$ cat src/rtl/branch_resolve_if.sv
// Fetch/execute-side handshake bundle for branch_resolve: prediction records in,
// resolutions in, redirect and predictor-training strobes out.
interface branch_resolve_if;
  logic        pred_valid;
  logic        pred_ready;
  logic [31:0] pred_pc;
  logic        pred_taken;
  logic [31:0] pred_target;
  logic        pred_cond;
  logic        ex_valid;
  logic        ex_taken;
  logic [31:0] ex_target;
  logic        redirect_valid;
  logic [31:0] redirect_pc;
  logic        upd_branch;
  logic        upd_result;

  modport master (
    output pred_valid, pred_pc, pred_taken, pred_target, pred_cond,
    output ex_valid, ex_taken, ex_target,
    input  pred_ready, redirect_valid, redirect_pc, upd_branch, upd_result
  );

  modport slave (
    input  pred_valid, pred_pc, pred_taken, pred_target, pred_cond,
    input  ex_valid, ex_taken, ex_target,
    output pred_ready, redirect_valid, redirect_pc, upd_branch, upd_result
  );
endinterface

$ cat src/rtl/branch_resolve.sv
// In-order prediction FIFO that checks each prediction against the execute
// outcome, issues redirects, trains the predictor and keeps perf counters.
module branch_resolve #(
  parameter int DEPTH = 4,
  parameter int CNT_W = 32
) (
  input  logic                     clk,
  input  logic                     rst_n,
  branch_resolve_if.slave          br,
  input  logic                     ext_flush,
  output logic [$clog2(DEPTH):0]   occupancy,
  output logic [CNT_W-1:0]         branch_cnt,
  output logic [CNT_W-1:0]         mispred_cnt,
  output logic                     underflow_err
);
  localparam int PTR_W = $clog2(DEPTH);
  localparam int OCC_W = PTR_W + 1;

  typedef struct packed {
    logic [31:0] pc;
    logic        taken;
    logic [31:0] target;
    logic        cond;
  } rec_t;

  rec_t             mem [DEPTH];
  logic [PTR_W-1:0] head_reg, head_next;
  logic [PTR_W-1:0] tail_reg, tail_next;
  logic [OCC_W-1:0] occ_reg, occ_next;
  logic             redirect_valid_reg;
  logic [31:0]      redirect_pc_reg;
  logic             upd_branch_reg;
  logic             upd_result_reg;
  logic [CNT_W-1:0] branch_cnt_reg;
  logic [CNT_W-1:0] mispred_cnt_reg;
  logic             underflow_reg;

  rec_t        head_rec;
  logic        do_push, do_pop, mispred, wr_en;
  logic [31:0] correct_pc;

  assign head_rec      = mem[head_reg];
  // Ready looks only at the registered count, so a same-cycle pop never frees a slot.
  assign br.pred_ready = (occ_reg != OCC_W'(DEPTH));
  assign do_push       = br.pred_valid && br.pred_ready;
  assign do_pop        = br.ex_valid && (occ_reg != '0);
  assign mispred       = do_pop && ((head_rec.taken != br.ex_taken) ||
                                    (br.ex_taken && (head_rec.target != br.ex_target)));
  assign correct_pc    = br.ex_taken ? br.ex_target : head_rec.pc + 32'd4;

  always_comb begin
    head_next = head_reg;
    tail_next = tail_reg;
    occ_next  = occ_reg;
    wr_en     = 1'b0;
    if (do_pop)
      head_next = head_reg + PTR_W'(1);
    // Both flush sources collapse the queue onto the post-pop head; pushes are wrong-path.
    if (ext_flush || mispred) begin
      occ_next  = '0;
      tail_next = head_next;
    end else begin
      wr_en    = do_push;
      if (do_push)
        tail_next = tail_reg + PTR_W'(1);
      occ_next = occ_reg + OCC_W'(do_push) - OCC_W'(do_pop);
    end
  end

  always_ff @(posedge clk) begin
    if (wr_en)
      mem[tail_reg] <= '{pc: br.pred_pc, taken: br.pred_taken,
                         target: br.pred_target, cond: br.pred_cond};
  end

  always_ff @(posedge clk or negedge rst_n) begin
    if (!rst_n) begin
      head_reg           <= '0;
      tail_reg           <= '0;
      occ_reg            <= '0;
      redirect_valid_reg <= 1'b0;
      redirect_pc_reg    <= '0;
      upd_branch_reg     <= 1'b0;
      upd_result_reg     <= 1'b0;
      branch_cnt_reg     <= '0;
      mispred_cnt_reg    <= '0;
      underflow_reg      <= 1'b0;
    end else begin
      head_reg           <= head_next;
      tail_reg           <= tail_next;
      occ_reg            <= occ_next;
      redirect_valid_reg <= mispred;
      upd_branch_reg     <= do_pop && head_rec.cond;
      if (mispred)
        redirect_pc_reg <= correct_pc;
      if (do_pop) begin
        upd_result_reg <= br.ex_taken;
        branch_cnt_reg <= branch_cnt_reg + CNT_W'(1);
      end
      if (mispred)
        mispred_cnt_reg <= mispred_cnt_reg + CNT_W'(1);
      if (br.ex_valid && (occ_reg == '0))
        underflow_reg <= 1'b1;
    end
  end

  assign br.redirect_valid = redirect_valid_reg;
  assign br.redirect_pc    = redirect_pc_reg;
  assign br.upd_branch     = upd_branch_reg;
  assign br.upd_result     = upd_result_reg;
  assign occupancy         = occ_reg;
  assign branch_cnt        = branch_cnt_reg;
  assign mispred_cnt       = mispred_cnt_reg;
  assign underflow_err     = underflow_reg;
endmodule
$ cat src/flat_wrapper.sv
// flat-port wrapper written by rule: the top's interface ports become plain ports
module branch_resolve_flat 
#(
  parameter int DEPTH = 4,
  parameter int CNT_W = 32
)
  (clk, rst_n, ext_flush, occupancy, branch_cnt, mispred_cnt, underflow_err, br_pred_valid, br_pred_pc, br_pred_taken, br_pred_target, br_pred_cond, br_ex_valid, br_ex_taken, br_ex_target, br_pred_ready, br_redirect_valid, br_redirect_pc, br_upd_branch, br_upd_result);
  branch_resolve_if br_i ();
  input  logic clk;
  input  logic rst_n;
  input  logic ext_flush;
  output logic [$clog2(DEPTH):0] occupancy;
  output logic [CNT_W-1:0] branch_cnt;
  output logic [CNT_W-1:0] mispred_cnt;
  output logic underflow_err;
  input wire logic [$bits(br_i.pred_valid)-1:0] br_pred_valid;
  input wire logic [$bits(br_i.pred_pc)-1:0] br_pred_pc;
  input wire logic [$bits(br_i.pred_taken)-1:0] br_pred_taken;
  input wire logic [$bits(br_i.pred_target)-1:0] br_pred_target;
  input wire logic [$bits(br_i.pred_cond)-1:0] br_pred_cond;
  input wire logic [$bits(br_i.ex_valid)-1:0] br_ex_valid;
  input wire logic [$bits(br_i.ex_taken)-1:0] br_ex_taken;
  input wire logic [$bits(br_i.ex_target)-1:0] br_ex_target;
  output wire logic [$bits(br_i.pred_ready)-1:0] br_pred_ready;
  output wire logic [$bits(br_i.redirect_valid)-1:0] br_redirect_valid;
  output wire logic [$bits(br_i.redirect_pc)-1:0] br_redirect_pc;
  output wire logic [$bits(br_i.upd_branch)-1:0] br_upd_branch;
  output wire logic [$bits(br_i.upd_result)-1:0] br_upd_result;
  assign br_i.pred_valid = br_pred_valid;
  assign br_i.pred_pc = br_pred_pc;
  assign br_i.pred_taken = br_pred_taken;
  assign br_i.pred_target = br_pred_target;
  assign br_i.pred_cond = br_pred_cond;
  assign br_i.ex_valid = br_ex_valid;
  assign br_i.ex_taken = br_ex_taken;
  assign br_i.ex_target = br_ex_target;
  assign br_pred_ready = br_i.pred_ready;
  assign br_redirect_valid = br_i.redirect_valid;
  assign br_redirect_pc = br_i.redirect_pc;
  assign br_upd_branch = br_i.upd_branch;
  assign br_upd_result = br_i.upd_result;
  branch_resolve #(.DEPTH(DEPTH), .CNT_W(CNT_W)) u_core (.clk(clk), .rst_n(rst_n), .br(br_i), .ext_flush(ext_flush), .occupancy(occupancy), .branch_cnt(branch_cnt), .mispred_cnt(mispred_cnt), .underflow_err(underflow_err));
endmodule
$ cat config.mk
export PLATFORM = sky130hd
export DESIGN_NAME = branch_resolve_flat
export DESIGN_NICKNAME = d
export VERILOG_FILES = /design/src/rtl/branch_resolve_if.sv /design/src/rtl/branch_resolve.sv /design/src/flat_wrapper.sv
export SDC_FILE = /design/constraint.sdc
export NUM_CORES = 1
export LEC_CHECK = 0
export CAP_MARGIN = 25
export CORE_MARGIN = 5
export CORE_UTILIZATION = 50
export DETAILED_ROUTE_END_ITERATION = 10
export GPL_ROUTABILITY_DRIVEN = 0
export PLACE_DENSITY = 0.86
export SLEW_MARGIN = 5
export SYNTH_ARGS = -nofsm -noshare
export SYNTH_HDL_FRONTEND = slang
export SYNTH_SLANG_ARGS = --single-unit
$ cat constraint.sdc
create_clock -name clk -period 4.7 [get_ports clk]
set_clock_uncertainty 0.2 [all_clocks]
set_input_delay 1.175 -clock clk [delete_from_list [all_inputs] [get_ports clk]]
set_output_delay 1.175 -clock clk [all_outputs]
set_load 0.005 [all_outputs]
==> flow_summary.toml, run 1 <==
[final_layout]
seq_area_um2 = 10610
fillers = 2139
largest_reg_flops = 264
final_common_cell = "edfxtp_1"
largest_register = "u_core.mem"
multi_input_area_um2 = 4792
final_cell_mix = "edfxtp_1, clkdlybuf4s50_1, dfrtp_1"
layout-drive-gt1-share = 0.1709
syn2layout_area_growth_pct = 26.05
fin_nets = 1330

[cts]
cts_max_path_buffers = 3
root_buffer = "clkbuf_16"
cts_buffers = 39
ctsResizeCount = 0
htreeDepth = 2
clkSlewWorstSetupHoldPaths_ps = 60
cts_tree = "done"
clk_latency_ps = 530
clock_sinks = 371
post-cts-setup-buffers = 0
cts_hold_buf = 0

[pwr]
irDropWorstVdd_v = 0.0004179
power.density_nw_per_um2 = 541.9
cellLeakagePower_nw = 7.082

[sta]
rsz0062_at_grt = "no"
period_share = 0.9255
maxSlewHeadroom = 0.4480
drv_slew = 0
hold_slack_ps = 257.2
hold_viol_final = 0
fmax_mhz = 229.9
period_needed_ps = 4350
setup_viol = 0
tightest_slew_ps = 828.0
fin_tns_setup_ps = 0

[setup_path]
r2r-end = "u_core.mem[0][27]"
slowest_delay_ps = 690
rr_startpoint = "u_core.head_reg[0]"
slowest_stage = "dfrtp_4"
reg2regPathDepth = 9
cp_cell_sequence = "buf_4 -> mux4_2 -> xnor2_1 -> o2111a_1 -> o2111ai_1 -> or4_1 -> a21oi_2 -> and3_2 -> buf_12"
setup.worst_path.end_class = "register"
crit_required_ps = 4710
critPathBufInv = 2
path_class = "reg -> reg"
crit_path_start_kind = "register"
r2r_slack_ps = 350
critPathLaunch = "u_core.head_reg[0]"
arrival_ps = 4360
path_depth = 9
crit_fanout = 32
cp-endpoint = "u_core.mem[0][27]"
crit_family = "simple AND/OR/NAND/NOR gates"

[floorplanning]
dieArea_um2 = 35090
initial_core_util = 0.5022
die_y_um = 187.3
top_level_ports = 208
core_um2 = 31310
die_w_um = 187.3
std_cell_rows = 65

[synthesis]
synth-warning-count = 0
synthArstFlopShare = 0.2884
synth_area_um2 = 15720
synthFlopType = "edfxtp_1"
syn_avg_cell_area_um2 = 16.34
ys_seq_area_frac = 0.6745
synth_edf_count = 264
ys_ff_latch = 371
syn_nets = 1076
synth_cell_types = 53
synthCells = 962

[worst_hold_path]
hold_class = "reg -> reg"

[job]
drv_cap = 0

[detailed_routing]
dr_total_vias = 9702
drc = 0
detail-route-antenna-nets = 0
first_iter_violations = 807
wl_mm = 39.41
detail_route.wl_per_cell_um = 23.90
vias_per_cell = 5.884
first_pass_iters = 5

[place]
dp_hpwl_mm = 27.61
port_buffers = 207

[grt]
grt_util_all_layers = 0.2208
grt_max_degree = 67
grt_pass1_wl_mm = 59.64
grt_pass1_vias = 9974
antenna_found_initial = 2
grt.overflow.total = 0

[status]
outcome = "finished, final reports clean"
cells by family (layout without fill, tap and decap cells):
kind of cell,after synthesis,after routing,share of synthesized area
multiplexers,117,117,0.1280
buffers and inverters,54,338,0.02109
AND/OR/NAND/NOR,230,230,0.07647
other,0,1,0
AO/OA/AOI/OAI,57,57,0.02300
flip-flops,371,371,0.6745
adder cells (fa/ha/maj),10,10,0.008435
XOR/XNOR,123,123,0.06851
Yosys cell counts (3+ instances only):
| library cell | n | area (µm²) |
|---|---|---|
| a21oi_1 | 8 | 40.04 |
| buf_6 | 7 | 78.83 |
| nor2_1 | 27 | 101.4 |
| nand4_1 | 37 | 231.5 |
| mux2i_1 | 23 | 230.2 |
| edfxtp_1 | 264 | 7928 |
| mux4_2 | 55 | 1239 |
| nor4_1 | 8 | 50.05 |
| buf_2 | 6 | 30.03 |
| inv_1 | 17 | 63.81 |
| nand2_1 | 62 | 232.7 |
| xnor2_1 | 79 | 691.9 |
| nand3_1 | 40 | 200.2 |
| o21ai_1 | 8 | 40.04 |
| nor3_1 | 12 | 60.06 |
| clkbuf_1 | 15 | 56.30 |
| ha_1 | 9 | 112.6 |
| and4_1 | 7 | 61.31 |
| mux2_2 | 14 | 157.7 |
| o21ai_0 | 21 | 105.1 |
| and2_1 | 9 | 56.30 |
| xor2_1 | 44 | 385.4 |
| buf_12 | 3 | 60.06 |
| and3_1 | 16 | 100.1 |
| mux2_4 | 24 | 360.4 |
| dfrtp_1 | 107 | 2678 |
| buf_4 | 4 | 30.03 |
report_power, final:
| group | internal (W) | total [W] | switching [W] | leakage [nW] |
|---|---|---|---|---|
| Clock | 0.00196 | 0.00321 | 0.00126 | 0.650 |
| Combinational | 0.00163 | 0.00317 | 0.00154 | 2.65 |
| Sequential | 0.00400 | 0.00436 | 0.000354 | 3.78 |
how the worst min path moves through the flow:
stage / endpoint / startpoint / cells after the start
global placement: u_core.underflow_err / u_core.underflow_err / 1
global route: u_core.underflow_err / u_core.underflow_err / 1
floorplan: u_core.underflow_err / u_core.underflow_err / 1
CTS: u_core.underflow_err / u_core.underflow_err / 1
detailed placement: u_core.underflow_err / u_core.underflow_err / 1
finish: u_core.underflow_err / u_core.underflow_err / 1
per-layer routing:
metal,GRT usage,vias up,part of all wire
met5,0,-,0.00013
met1,0.2978,4922,0.39
li1,-,4194,-
met2,0.3691,515,0.49
met4,0.05859,2,0.026
met3,0.04685,69,0.086
stage by stage:
| step | instances | util | total power [W] | cell area, µm² | worst slack (ps) |
|---|---|---|---|---|---|
| floorplan | 962 | - | 0.006322 | 15730 | 471.6 |
| global placement | 1577 | 0.5896 | 0.007450 | 18460 | 216.5 |
| detailed placement | 1577 | 0.5896 | 0.007541 | 18460 | 92.80 |
| CTS | 1648 | 0.6329 | 0.01080 | 19820 | 318.6 |
| global route | 1649 | 0.6330 | 0.01119 | 19820 | 144.0 |
| finish | 1649 | 0.6330 | 0.01074 | 19820 | 350.0 |
layout make-up:
type                            instances  area share
Sequential cell                       371      0.5354
Multi-Input combinational cell        537      0.2418
Timing Repair Buffer                  249      0.1251
Clock buffer                           47     0.05176
Tap cell                              402     0.02538
Clock inverter                         24     0.01673
Inverter                               18    0.003661
Antenna cell                            1   0.0001263
Power figures use the tool's default switching activity.
==> inputs of run 2 (changes only) <==
--- a/config.mk
+++ b/config.mk
@@ -10,7 +10,7 @@
 export CORE_UTILIZATION = 50
 export DETAILED_ROUTE_END_ITERATION = 10
 export GPL_ROUTABILITY_DRIVEN = 0
-export PLACE_DENSITY = 0.86
+export PLACE_DENSITY = 0.83
 export SLEW_MARGIN = 5
 export SYNTH_ARGS = -nofsm -noshare
 export SYNTH_HDL_FRONTEND = slang
==> constraint.sdc (replaced) <==
create_clock -name clk -period 4.05 [get_ports clk]
set_clock_uncertainty 0.2 [all_clocks]
set_input_delay 1.0125 -clock clk [delete_from_list [all_inputs] [get_ports clk]]
set_output_delay 1.0125 -clock clk [all_outputs]
set_load 0.005 [all_outputs]
==> flow_summary.toml, run 2 (same netlist as run 1, synthesis figures left out) <==
[status]
outcome = "finished, final reports clean"

[setup_path]
rr_startpoint = "u_core.head_reg[0]"
cp_cell_sequence = "buf_12 -> mux4_2 -> xor2_1 -> nor4_2 -> buf_4 -> nand4_1 -> or4_4 -> a21oi_4 -> and3_4 -> buf_4 -> buf_6"
slowest_delay_ps = 560
reg2regPathDepth = 11
crit_fanout = 7
slowest_stage = "mux4_2"
arrival_ps = 4080
r2r_slack_ps = 8
cp_common_cell = "buf_4"
r2r-end = "u_core.mem[1][18]"
crit_required_ps = 4090
crit_path_start_kind = "register"
path_class = "reg -> reg"
setup.worst_path.end_class = "register"
critPathBufInv = 4
crit_family = "simple AND/OR/NAND/NOR gates"

[floorplanning]
die_y_um = 187.3
initial_core_util = 0.5022
die_w_um = 187.3
std_cell_rows = 65
dieArea_um2 = 35090
top_level_ports = 208
core_um2 = 31310

[sta]
fin_tns_setup_ps = 0
drv_slew = 0
setup_viol = 0
period_needed_ps = 4042
maxSlewHeadroom = 0.5640
hold_viol_final = 0
fmax_mhz = 247.4
tightest_slew_ps = 654.0
rsz0062_at_grt = "yes"
period_share = 0.9979

[cts]
clkSlewWorstSetupHoldPaths_ps = 60
clk_latency_ps = 540
cts_tree = "done"
cts_max_path_buffers = 3
cts_buffers = 39
cts_hold_buf = 0
root_buffer = "clkbuf_16"
htreeDepth = 2
clock_sinks = 371

[pwr]
irDropWorstVdd_v = 0.0003639
internal_power_w = 0.008977
power.density_nw_per_um2 = 624.7
swShare = 0.2907
p_sw_w = 0.003680
p_comb_frac = 0.309
seq_power_share = 0.395
clockPowerShare = 0.297
cellLeakagePower_nw = 7.305

[detailed_routing]
drc = 0
wl_mm = 39.59
vias_per_cell = 5.761
first_iter_violations = 829
detail-route-antenna-nets = 0
detail_route.wl_per_cell_um = 23.43
dr_total_vias = 9736
first_pass_iters = 5

[job]
drv_cap = 0

[grt]
grt_util_all_layers = 0.2192
grt_pass1_vias = 9969
antenna_found_initial = 0
grt_max_degree = 59
grt.overflow.total = 0
grt_pass1_wl_mm = 59.41

[worst_hold_path]
whs_path_depth = 1
hold_class = "reg -> reg"
min_from = "u_core.mispred_cnt[31]"
min_to = "u_core.mispred_cnt[31]"

[place]
dp_hpwl_mm = 27.26
dpl.cell_count = 1611
port_buffers = 207

[final_layout]
fin_nets = 1371
antennaDiodeCount = 0
final_common_cell = "edfxtp_1"
final_cell_mix = "edfxtp_1, clkdlybuf4s50_1, dfrtp_1"
largest_reg_flops = 264
syn2layout_area_growth_pct = 28.85
largest_register = "u_core.mem"
layout-drive-gt1-share = 0.1949
stdcell_count = 1690
-- run 2: changes by cell type in the layout (fill, tap and decap cells not counted), moves of 4 or more --
cell	before	now
and3_2	4	0
clkbuf_1	6	13
clkinv_2	7	0
and3_4	0	4
buf_4	35	64
buf_6	0	7
-- run 2: power groups by stage --
stage               clock network, W  registers (W)  logic, W
floorplan                          0        0.00494   0.00240
global placement                   0        0.00505   0.00368
detailed placement                 0        0.00507   0.00378
CTS                          0.00380        0.00499   0.00390
global route                 0.00399        0.00504   0.00417
finish                       0.00375        0.00500   0.00391
-- run 2: cell type report --
cell class	count	area, µm²
fillers	2125	11050
clock inverters	15	255.2
multi-input cells	537	4821
clock buffers	57	1105
flip-flops and latches	371	10610
inverters	18	72.57
well taps	402	503.0
repair buffers	290	2892
-- run 2: layer usage --
metal / vias to the layer above / share of wire / GRT usage
met5: - / 0 / 0
met3: 58 / 0.083 / 0.04311
met2: 501 / 0.50 / 0.3644
met4: 0 / 0.022 / 0.05575
met1: 4916 / 0.40 / 0.3009
li1: 4261 / - / -
-- run 2: what timing repair did --
item,4_1_cts,5_1_grt
gates resized for setup,6,12
pin swaps,2,6
gates cloned,1,2
setup buffers,3,1
setup endpoints to repair,295,195
-- run 2: worst max-delay path by stage --
stage | startpoint | end | slack, ps | cells past startpoint
global route | u_core.head_reg[0] | u_core.mem[1][18] | -70 | 11
floorplan | br_ex_target[1] | u_core.mem[0][0] | -20 | 7
CTS | u_core.head_reg[0] | u_core.mem[1][7] | 40 | 10
global placement | br_ex_target[12] | u_core.mem[0][2] | -500 | 9
finish | u_core.head_reg[0] | u_core.mem[1][18] | 8 | 11
detailed placement | br_ex_target[12] | u_core.mem[0][2] | -580 | 9
-- run 2: worst register-to-register path: cells and delay by family (launching register included) --
family	cells	cell delay (ps)
AO/OA/AOI/OAI	1	250
XOR/XNOR	1	180
buffers and inverters	4	600
flip-flops	1	470
multiplexers	1	570
AND/OR/NAND/NOR	4	1490
-- run 2: per-stage QoR --
stage / hold WS, ps / total power, W / cell area, µm² / worst slack (ps) / utilization
2_1_floorplan: 251.0 / 0.007336 / 15730 / -15.87 / -
3_3_place_gp: 239.7 / 0.008729 / 18730 / -500.5 / 0.5981
3_5_place_dp: 263.9 / 0.008847 / 18730 / -580.9 / 0.5981
4_1_cts: 271.6 / 0.01269 / 20180 / 40.74 / 0.6446
5_1_grt: 308.7 / 0.01320 / 20260 / -70.27 / 0.6471
6_report: 267.9 / 0.01266 / 20260 / 8.394 / 0.6471
